**config.mk**
```make
export PLATFORM = sky130hd
export DESIGN_NAME = bus_server
export DESIGN_NICKNAME = d
export VERILOG_FILES = /design/src/rtl/bus_server_pkg.sv /design/src/rtl/bus_byte_shifter.sv /design/src/rtl/bus_server.sv
export SDC_FILE = /design/constraint.sdc
export NUM_CORES = 1
export LEC_CHECK = 0
export BUFFER_PORTS_ARGS = -buffer_cell sky130_fd_sc_hd__buf_2
export CAP_MARGIN = 25
export CORE_MARGIN = 2
export CORE_UTILIZATION = 50
export CTS_CLUSTER_DIAMETER = 120
export DETAILED_ROUTE_END_ITERATION = 6
export GPL_TIMING_DRIVEN = 0
export PLACE_DENSITY = 0.93
export SYNTH_ARGS = -nofsm -noshare
export SYNTH_HDL_FRONTEND = slang
export SYNTH_SLANG_ARGS = --single-unit
```
**constraint.sdc**
```tcl
create_clock -name clk_i -period 4.85 [get_ports clk_i]
set_input_delay 0.2425 -clock clk_i [delete_from_list [all_inputs] [get_ports clk_i]]
set_output_delay 0.2425 -clock clk_i [all_outputs]
set_load 0.1 [all_outputs]
```
**src/rtl/bus_server_pkg.sv**
```systemverilog
// Shared types and constants for the instruction-bus server: bus ops, access
// sizes, FSM states and the byte-count helper.
package bus_server_pkg;

    localparam int REG_DATAW = 64;
    localparam int REG_ADDRW = 5;
    localparam int RAM_ADDRW = 12;

    typedef enum logic [1:0] {
        BUS_NOP   = 2'd0,
        BUS_FETCH = 2'd1,
        BUS_STORE = 2'd2
    } op_t;

    typedef enum logic [1:0] {
        DT_BYTE = 2'd0,
        DT_WORD = 2'd1,
        DT_LONG = 2'd2,
        DT_QUAD = 2'd3
    } data_type_t;

    typedef enum logic [2:0] {
        ST_IDLE,
        ST_STORE,
        ST_LOAD,
        ST_LOAD_LAST,
        ST_WB,
        ST_ERR
    } state_t;

    function automatic logic [3:0] byte_count(data_type_t dt);
        return 4'd1 << dt;
    endfunction

endpackage

```
**src/rtl/bus_byte_shifter.sv**
```systemverilog
// Byte shifter shared by both directions: parallel load then MSB-first shift-out
// for stores, shift-in accumulate for fetches.
module bus_byte_shifter #(
    parameter int W = bus_server_pkg::REG_DATAW
) (
    input  logic         clk_i,
    input  logic         rst_i,
    input  logic         load_i,
    input  logic [W-1:0] load_data_i,
    input  logic [3:0]   nbytes_i,
    input  logic         shift_i,
    input  logic [7:0]   shift_in_i,
    output logic [7:0]   byte_o,
    output logic [W-1:0] acc_o
);

    localparam int NB = W / 8;

    logic [W-1:0] sh_q, sh_d;
    logic [3:0]   pad_bytes;

    // A load left-justifies the n low bytes so the top byte is always the next to go out.
    always_comb begin
        pad_bytes = 4'(NB) - nbytes_i;
        sh_d      = sh_q;
        if (load_i) begin
            sh_d = load_data_i << {pad_bytes, 3'b000};
        end else if (shift_i) begin
            sh_d = {sh_q[W-9:0], shift_in_i};
        end
    end

    always_ff @(posedge clk_i) begin
        if (rst_i) begin
            sh_q <= '0;
        end else begin
            sh_q <= sh_d;
        end
    end

    assign byte_o = sh_q[W-1 -: 8];
    assign acc_o  = sh_q;

endmodule

```
**src/rtl/bus_server.sv**
```systemverilog
// Server end of the instruction bus: executes big-endian 1/2/4/8-byte loads and
// stores over a byte-wide synchronous RAM port and writes fetches back.
module bus_server #(
    parameter int REG_DATAW = bus_server_pkg::REG_DATAW,
    parameter int REG_ADDRW = bus_server_pkg::REG_ADDRW,
    parameter int RAM_ADDRW = bus_server_pkg::RAM_ADDRW
) (
    input  logic                 clk_i,
    input  logic                 rst_i,
    input  logic [1:0]           bus_op_i,
    input  logic [1:0]           bus_data_type_i,
    input  logic [REG_ADDRW-1:0] bus_data_reg_i,
    input  logic [REG_ADDRW-1:0] bus_addr_reg_i,
    input  logic [RAM_ADDRW-1:0] bus_addr_offset_i,
    output logic                 busy_o,
    output logic                 done_o,
    output logic                 err_o,
    output logic [REG_ADDRW-1:0] reg_a_addr_o,
    input  logic [REG_DATAW-1:0] reg_a_data_i,
    output logic [REG_ADDRW-1:0] reg_b_addr_o,
    input  logic [REG_DATAW-1:0] reg_b_data_i,
    output logic                 reg_we_o,
    output logic [REG_ADDRW-1:0] reg_waddr_o,
    output logic [REG_DATAW-1:0] reg_wdata_o,
    output logic [RAM_ADDRW-1:0] ram_addr_o,
    output logic                 ram_we_o,
    output logic [7:0]           ram_wdata_o,
    input  logic [7:0]           ram_rdata_i
);

    import bus_server_pkg::*;

    state_t               state_q, state_d;
    logic [3:0]           cnt_q, cnt_d;
    logic [RAM_ADDRW-1:0] addr_q, addr_d;
    logic [REG_ADDRW-1:0] dreg_q, dreg_d;
    logic                 rd_pend_q, rd_pend_d;

    logic                 start, is_store, misaligned;
    logic [RAM_ADDRW-1:0] ea;
    logic [3:0]           nbytes;
    logic [2:0]           align_mask;
    logic                 sh_load, sh_shift;
    logic [REG_DATAW-1:0] sh_load_data, acc;
    logic [7:0]           out_byte;
    logic                 unused_base_hi;

    assign reg_a_addr_o   = bus_addr_reg_i;
    assign reg_b_addr_o   = bus_data_reg_i;
    assign unused_base_hi = ^reg_a_data_i[REG_DATAW-1:RAM_ADDRW];

    always_comb begin
        is_store   = (bus_op_i == BUS_STORE);
        start      = is_store || (bus_op_i == BUS_FETCH);
        nbytes     = byte_count(data_type_t'(bus_data_type_i));
        ea         = reg_a_data_i[RAM_ADDRW-1:0] + bus_addr_offset_i;
        align_mask = 3'(nbytes - 4'd1);
        misaligned = |(ea[2:0] & align_mask);
    end

    // NOTE: every variable gets a default before the case so no path leaves one unassigned (no latches).
    always_comb begin
        state_d      = state_q;
        cnt_d        = cnt_q;
        addr_d       = addr_q;
        dreg_d       = dreg_q;
        rd_pend_d    = 1'b0;
        sh_load      = 1'b0;
        sh_load_data = '0;
        sh_shift     = rd_pend_q;
        busy_o       = (state_q != ST_IDLE);
        done_o       = 1'b0;
        err_o        = 1'b0;
        ram_we_o     = 1'b0;
        ram_addr_o   = '0;
        ram_wdata_o  = '0;
        reg_we_o     = 1'b0;
        reg_waddr_o  = '0;
        reg_wdata_o  = '0;

        unique case (state_q)
            ST_IDLE: begin
                if (start) begin
                    sh_load      = 1'b1;
                    sh_load_data = is_store ? reg_b_data_i : '0;
                    cnt_d        = nbytes;
                    addr_d       = ea;
                    dreg_d       = bus_data_reg_i;
                    state_d      = misaligned ? ST_ERR : (is_store ? ST_STORE : ST_LOAD);
                end
            end
            ST_STORE: begin
                ram_we_o    = 1'b1;
                ram_addr_o  = addr_q;
                ram_wdata_o = out_byte;
                sh_shift    = 1'b1;
                addr_d      = addr_q + RAM_ADDRW'(1);
                cnt_d       = cnt_q - 4'd1;
                if (cnt_q == 4'd1) begin
                    done_o  = 1'b1;
                    state_d = ST_IDLE;
                end
            end
            ST_LOAD: begin
                // Read data returns one cycle later, so shift-in trails issue by one cycle.
                ram_addr_o = addr_q;
                rd_pend_d  = 1'b1;
                addr_d     = addr_q + RAM_ADDRW'(1);
                cnt_d      = cnt_q - 4'd1;
                if (cnt_q == 4'd1) begin
                    state_d = ST_LOAD_LAST;
                end
            end
            ST_LOAD_LAST: begin
                state_d = ST_WB;
            end
            ST_WB: begin
                done_o      = 1'b1;
                reg_we_o    = (dreg_q != '0);
                reg_waddr_o = dreg_q;
                reg_wdata_o = acc;
                state_d     = ST_IDLE;
            end
            ST_ERR: begin
                done_o  = 1'b1;
                err_o   = 1'b1;
                state_d = ST_IDLE;
            end
            default: begin
                state_d = ST_IDLE;
            end
        endcase
    end

    always_ff @(posedge clk_i) begin
        if (rst_i) begin
            state_q   <= ST_IDLE;
            cnt_q     <= '0;
            addr_q    <= '0;
            dreg_q    <= '0;
            rd_pend_q <= 1'b0;
        end else begin
            state_q   <= state_d;
            cnt_q     <= cnt_d;
            addr_q    <= addr_d;
            dreg_q    <= dreg_d;
            rd_pend_q <= rd_pend_d;
        end
    end

    bus_byte_shifter #(.W(REG_DATAW)) u_shifter (
        .clk_i       (clk_i),
        .rst_i       (rst_i),
        .load_i      (sh_load),
        .load_data_i (sh_load_data),
        .nbytes_i    (cnt_d),
        .shift_i     (sh_shift),
        .shift_in_i  (ram_rdata_i),
        .byte_o      (out_byte),
        .acc_o       (acc)
    );

endmodule

```
== Yosys cells after proc, flatten, opt, wreduce, memory -nomap -nowiden ==
Index checks and enable logic that the tools add are counted.

* Shift operators: 2
* Bitwise logic cells: 1
* $add $sub $neg: 5
* Reduce and logical (&&, ||, !) cells: 12
* Multiplexer cells: 28
* Equality and inequality tests: 11

{| class="wikitable"
|+ Operators by type and width
! cell !! number
|-
| $mux W64 || 6
|-
| $shl A64 B7 Y64 || 1
|-
| $mux W12 || 2
|-
| $pmux W12 S2 || 1
|-
| $add A12 B1 Y12 const B || 1
|-
| $add A12 B12 Y12 || 1
|-
| $mux W3 || 4
|-
| $pmux W3 S4 || 1
|-
| $mux W1 || 8
|-
| $mux W8 || 1
|-
| $pmux W4 S2 || 1
|-
| $eq A3 B2 Y1 const B || 2
|-
| $eq A3 B3 Y1 const B || 2
|-
| $ne A2 B2 Y1 const B || 3
|-
| $mux W5 || 1
|-
| $reduce_bool A5 Y1 || 1
|-
| $eq A4 B1 Y1 const B || 1
|-
| $mux W4 || 1
|-
| $reduce_and A2 Y1 || 2
|-
| $reduce_bool A2 Y1 || 2
|-
| $reduce_or A2 Y1 || 2
|-
| $shl A1 B2 Y4 const A || 1
|-
| $sub A4 B1 Y4 const B || 1
|-
| $sub A4 B4 Y4 const A || 1
|-
| 12 further kinds || 12
|}

* Register bits after elaboration: 89
* Word-level logic and storage cells: 65
* Input bits: 164
* Output and inout bits: 104

== Depth between registers and ports, before layout ==
* Depth after elaboration: 7
* Gate-level depth with buffers: 16
* Gate-level depth less buffers: 12

== Hierarchy ==
From an unflattened synthesis, not the netlist that was laid out.

* Cell total of the unflattened synthesis: 1099
* Area total of the unflattened synthesis: 8119.0 um2

{| class="wikitable"
|+ Modules (own cells, without submodules)
! module !! cells an instance !! area each (um2) !! instances !! seq. area each (um2)
|-
| bus_byte_shifter || 645 || 4982.3 || 1 || 1281.2
|-
| bus_server || 454 || 3136.8 || 1 || 500.5
|}

== Worst setup path after synthesis ==
Ideal clock, no wire load.

* Path type: input port to flip-flop
* Start point: in bus_op_i[0]
* End point: reg u_shifter.sh_q[63], in the netlist u_shifter.acc_o[63]
* Data required time: 4728 ps
* Stages on the path: 14
* Path buffers: 5
* Library setup time: 122 ps
* Data arrival time: 3406 ps
* Slack: 1323 ps
* Cell sequence: inv_1 > ha_1 > and2_1 > a221o_1 > or3_1 > buf_2 > inv_2 > clkbuf_1 > ha_1 > clkbuf_1 > clkbuf_1 > clkbuf_1 > a21oi_1 > a221o_1

* Cells in the longest elaborated chain, start to end: 7
* Elaborated cells between the ends (all ways): 14
* Classes of those cells: add/sub: 1; eq/ne: 2; shift: 1; mux: 8; reduce/logical: 2

{| class="wikitable"
|+ RTL lines
! what !! line !! RTL
|-
| start, declared || bus_server.sv:10 || <nowiki>input logic [1:0] bus_op_i,</nowiki>
|-
| $eq A2 B2 Y1 / $eq A2 B1 Y1 (equally long branches) || bus_server.sv:53, bus_server.sv:54 ||
|-
| $logic_or A1 B1 Y1 || bus_server.sv:54 || <nowiki>start = is_store || (bus_op_i == BUS_FETCH);</nowiki>
|-
| $mux W4 || bus_server.sv:83 || <nowiki>if (start) begin</nowiki>
|-
| $pmux W4 S2 || bus_server.sv:81 || <nowiki>unique case (state_q)</nowiki>
|-
| $sub A4 B4 Y4 || bus_byte_shifter.sv:24 || <nowiki>pad_bytes = 4'(NB) - nbytes_i;</nowiki>
|-
| $shl A64 B7 Y64 || bus_byte_shifter.sv:27 || <nowiki>sh_d = load_data_i << {pad_bytes, 3'b000};</nowiki>
|-
| $mux W64 || bus_byte_shifter.sv:26 || <nowiki>if (load_i) begin</nowiki>
|-
| end signal, assigned || bus_byte_shifter.sv:35 || <nowiki>sh_q <= '0;</nowiki>
|-
| end signal, assigned || bus_byte_shifter.sv:37 || <nowiki>sh_q <= sh_d;</nowiki>
|-
| end, declared || bus_byte_shifter.sv:19 || <nowiki>logic [W-1:0] sh_q, sh_d;</nowiki>
|}

Parallel ways exist; a longest one is shown, timed or not.
A chain may end at the register's enable or synchronous reset.

== Worst setup path in the final report ==
* Start point: reg cnt_q[0]
* End point: reg u_shifter.sh_q[36], in the netlist u_shifter.acc_o[36]

* Cells in the longest elaborated chain, start to end: 5
* Elaborated cells between the ends (all ways): 6
* Classes of those cells: add/sub: 2; shift: 1; mux: 3

{| class="wikitable"
|+ RTL lines
! what !! line !! RTL
|-
| start, declared || bus_server.sv:34 || <nowiki>logic [3:0] cnt_q, cnt_d;</nowiki>
|-
| start signal, assigned || bus_server.sv:144 || <nowiki>cnt_q <= cnt_d;</nowiki>
|-
| $sub A4 B1 Y4 / $mux W4 (equally long branches) || bus_server.sv:98, bus_server.sv:109, bus_server.sv:83 ||
|-
| $pmux W4 S2 (*) || bus_server.sv:81 ||
|-
| $sub A4 B4 Y4 (*) || bus_byte_shifter.sv:24 ||
|-
| $shl A64 B7 Y64 (*) || bus_byte_shifter.sv:27 ||
|-
| $mux W64 (*) || bus_byte_shifter.sv:26 ||
|}

Mark *: on every way between the ends. The rest lies on a longest branch, timed or not.

==> flow_summary_export.csv <==
group,metric,value,unit
run_status,status,"finished clean",
cells_and_area,stdcell_count,1253,
die,coreArea,13200,um^2
global_route,grt_max_degree,16,
timing,rsz0062_at_grt,"no",
placement,dp_cells,1237,
run,max-cap-violations,0,
route,drt_iter0_drc,1108,
logic_synthesis,synth_nets,1033,
logic_synthesis,yosysTopAreaCell,"dfxtp_1",
clock_network,clk-insertion-delay-late,0.34,ns
critical_path,end_kind,"flip-flop",
timing,setup_viol,0,
cells_and_area,nFillCells,1179,
global_route,grt_pass1_vias,7240,
logic_synthesis,synthFlopType,"dfxtp_1",
pwr,power.switching,4060,uW
global_route,grt_pass1_wl,39700,um
cells_and_area,area_growth,23.0,%
timing,max_slew_margin,25.8,%
logic_synthesis,synth_top_area_share,26.4,%
pwr,p_per_area,839,nW/um^2
clock_network,cts-root-buf,"clkbuf_16",
pwr,comb_power_share,71.7,%
pwr,intPower,2910,uW
timing,setup_tns,0,ns
clock_network,h-tree-depth,3,
critical_path,path_cells,"nor2_1 > a221o_1 > or3_1 > buf_2 > inv_2 > clkbuf_1 > ha_1 > clkbuf_1 > clkbuf_1 > clkbuf_1 > mux2i_1 > nand3_1 > a21oi_1",
timing,finalMaxSlewViolations,0,
logic_synthesis,ys_types,66,
global_route,gr-total-overflow,0,
clock_network,cts-buffers-inserted,9,
clock_network,cts_setup_buffers,0,
route,antenna_left,0,
placement,hpwl,20800,um
route,drc_errors,0,
timing,finalCriticalPeriod,4.49,ns
clock_network,cts_tree,"done",
cells_and_area,nets,1253,
logic_synthesis,ys_ff_latch,89,
route,routed_wl,26900,um
timing,worstMarginPinSlew,1.11,ns
cells_and_area,diodes,0,
pwr,p_leak,0.00394,uW
logic_synthesis,avgSynthCellArea,7.93,um^2
route,vias,8125,
logic_synthesis,synth_edf_count,0,
logic_synthesis,synthCells,852,
die,rows,42,
logic_synthesis,async_flop_share,0,%
die,io_pins,268,
placement,portBuffers,209,
route,post_drt_wl_per_cell,21.4,um
clock_network,cts_max_path_buffers,2,
logic_synthesis,yosysSeqAreaShare,26.4,%
die,fp.dieH,120,um
route,vias_per_cell,6.48,
timing,fin_skew,0.00776,ns
timing,period_share,92.6,%
global_route,grt_use_total,35.5,%
logic_synthesis,yosysMostFrequentCell,"dfxtp_1",
pwr,power_frac_seq,18.2,%
pwr,peakVddDrop,499,uV
critical_path,arrival,4.76,ns
critical_path,cp_common_cell,"clkbuf_1",
pwr,power_frac_clock,10.0,%
route,firstDrtPassIters,5,
logic_synthesis,syn_area,6760,um^2
clock_network,cts_resized,0,
die,die_area,14500,um^2
die,start_util,51.0,%
timing,clock.fmax,223,MHz
cells_and_area,ff_latch_area,1780,um^2
logic_synthesis,yosys_warnings,0,
placement,routabilityCongestion,1.02,
critical_path,cp_max_fo,10,
die,die_x,120,um
clock_network,clk_pin_slew_worst_paths,0.07,ns
cells_and_area,layout-drive-gt1-share,25.8,%
critical_path,cpPeakStageDelay,0.60,ns
critical_path,cp.required,5.12,ns
logic_synthesis,synth_common_cells,"dfxtp_1 (89), and3_1 (81), mux2i_1 (74)",
critical_path,slowest_stage,"clkbuf_1",
clock_network,postCtsHoldBufs,0,
pwr,sw_frac_of_total,58.2,%
min_path,hold_class,"input port to flip-flop",
critical_path,startpoint_type,"flip-flop",
clock_network,clkSinkCount,89,
global_route,antenna_found_initial,0,
logic_synthesis,synthTopCellsByArea,"dfxtp_1 (26%), mux2i_1 (11%), and3_1 (7.5%)",
cells_and_area,multi_input_area,4540,um^2
critical_path,critPathKind,"flip-flop to flip-flop",
timing,finalHoldViolCount,0,
stage by stage:
step	hold slack [ns]	util, %	instance area [um^2]	worst slack (ns)	power [uW]
2_1_floorplan	0.375	-	6760	1.32	4720
3_3_place_gp	0.453	60.6	8030	0.188	6030
3_5_place_dp	0.457	60.6	8030	0.198	6060
4_1_cts	0.139	62.8	8310	0.514	6770
5_1_grt	0.147	62.8	8310	0.136	7260
6_report	0.141	62.8	8310	0.357	6970
registers in the layout, summed over array words and instances (netlist names):
register and cells:
addr_q 12, cnt_q 4, dreg_q 5, rd_pend_q 1, state_q 3, u_shifter.acc_o 64
cell type report:
cell class | count | share of cell area [%]
inverter | 10 | 0.451
clock buffer | 11 | 3.04
tap | 176 | 2.65
sequential | 89 | 21.4
buffer | 86 | 4.82
multi-input combinational | 667 | 54.6
timing repair buffer | 209 | 12.6
clock inverter | 5 | 0.436
layer usage:
layer | global-route usage [%] | routed length (um)
met5 | 0 | 0
met4 | 14.7 | 1120
met3 | 8.63 | 3480
met2 | 54.3 | 11700
met1 | 47.8 | 10600
final timing paths:
check	startpoint	end	slack, ns	depth (start not counted)
setup / recovery	cnt_q[0]	u_shifter.acc_o[36]	0.36	13
hold / removal	ram_rdata_i[2]	u_shifter.acc_o[2]	0.14	3
setup reg to reg	cnt_q[0]	u_shifter.acc_o[36]	0.36	13
hold reg to reg	dreg_q[0]	dreg_q[0]	0.47	2
cells in the final DEF (no fill, tap or decap), types with 9 or more instances in the layout:
cell type | synthesis | final
ha_1 | 16 | 16
o22ai_1 | 10 | 10
and3_1 | 81 | 81
clkbuf_1 | 58 | 58
dfxtp_1 | 89 | 89
a22oi_1 | 28 | 28
clkbuf_16 | 0 | 9
nand2_1 | 51 | 51
a211oi_1 | 10 | 10
inv_1 | 9 | 9
nor3_1 | 10 | 10
nor2_1 | 58 | 58
buf_4 | 15 | 15
and2_1 | 27 | 27
nand3_1 | 22 | 22
a221oi_1 | 19 | 19
a21oi_1 | 58 | 58
o21ai_0 | 73 | 73
mux2i_1 | 74 | 74
buf_2 | 11 | 220
power by group through the flow:
| stage | Sequential (uW) | Combinational (uW) | Clock, uW |
|---|---|---|---|
| detailed placement | 1270 | 4800 | 0 |
| global route | 1300 | 5250 | 719 |
| global placement | 1260 | 4770 | 0 |
| CTS | 1250 | 4820 | 690 |
| finish | 1270 | 5000 | 699 |
| floorplan | 1160 | 3550 | 0 |
critical path, delay by kind of cell (launching register included):
kind | cells | cell delay (ns)
AO/OA/AOI/OAI | 2 | 0.57
multiplexers | 1 | 0.34
flip-flops | 1 | 0.47
adder cells (fa/ha/maj) | 1 | 0.20
buffers and inverters | 6 | 2.13
AND/OR/NAND/NOR | 3 | 0.68
kinds of logic (layout without fill, tap and decap cells):
| logic type | Yosys count | count (layout) | share of synthesized area [%] |
|---|---|---|---|
| and+or+nand+nor | 283 | 283 | 22.1 |
| AOI/OAI and AO/OA | 270 | 270 | 26.6 |
| buffers and inverters | 96 | 321 | 6.48 |
| DFF | 89 | 89 | 26.4 |
| muxes | 83 | 83 | 13.0 |
| adders and majority gates | 17 | 17 | 3.26 |
| xor gates and xnor gates | 14 | 14 | 2.20 |
Power figures use the tool's default switching activity.
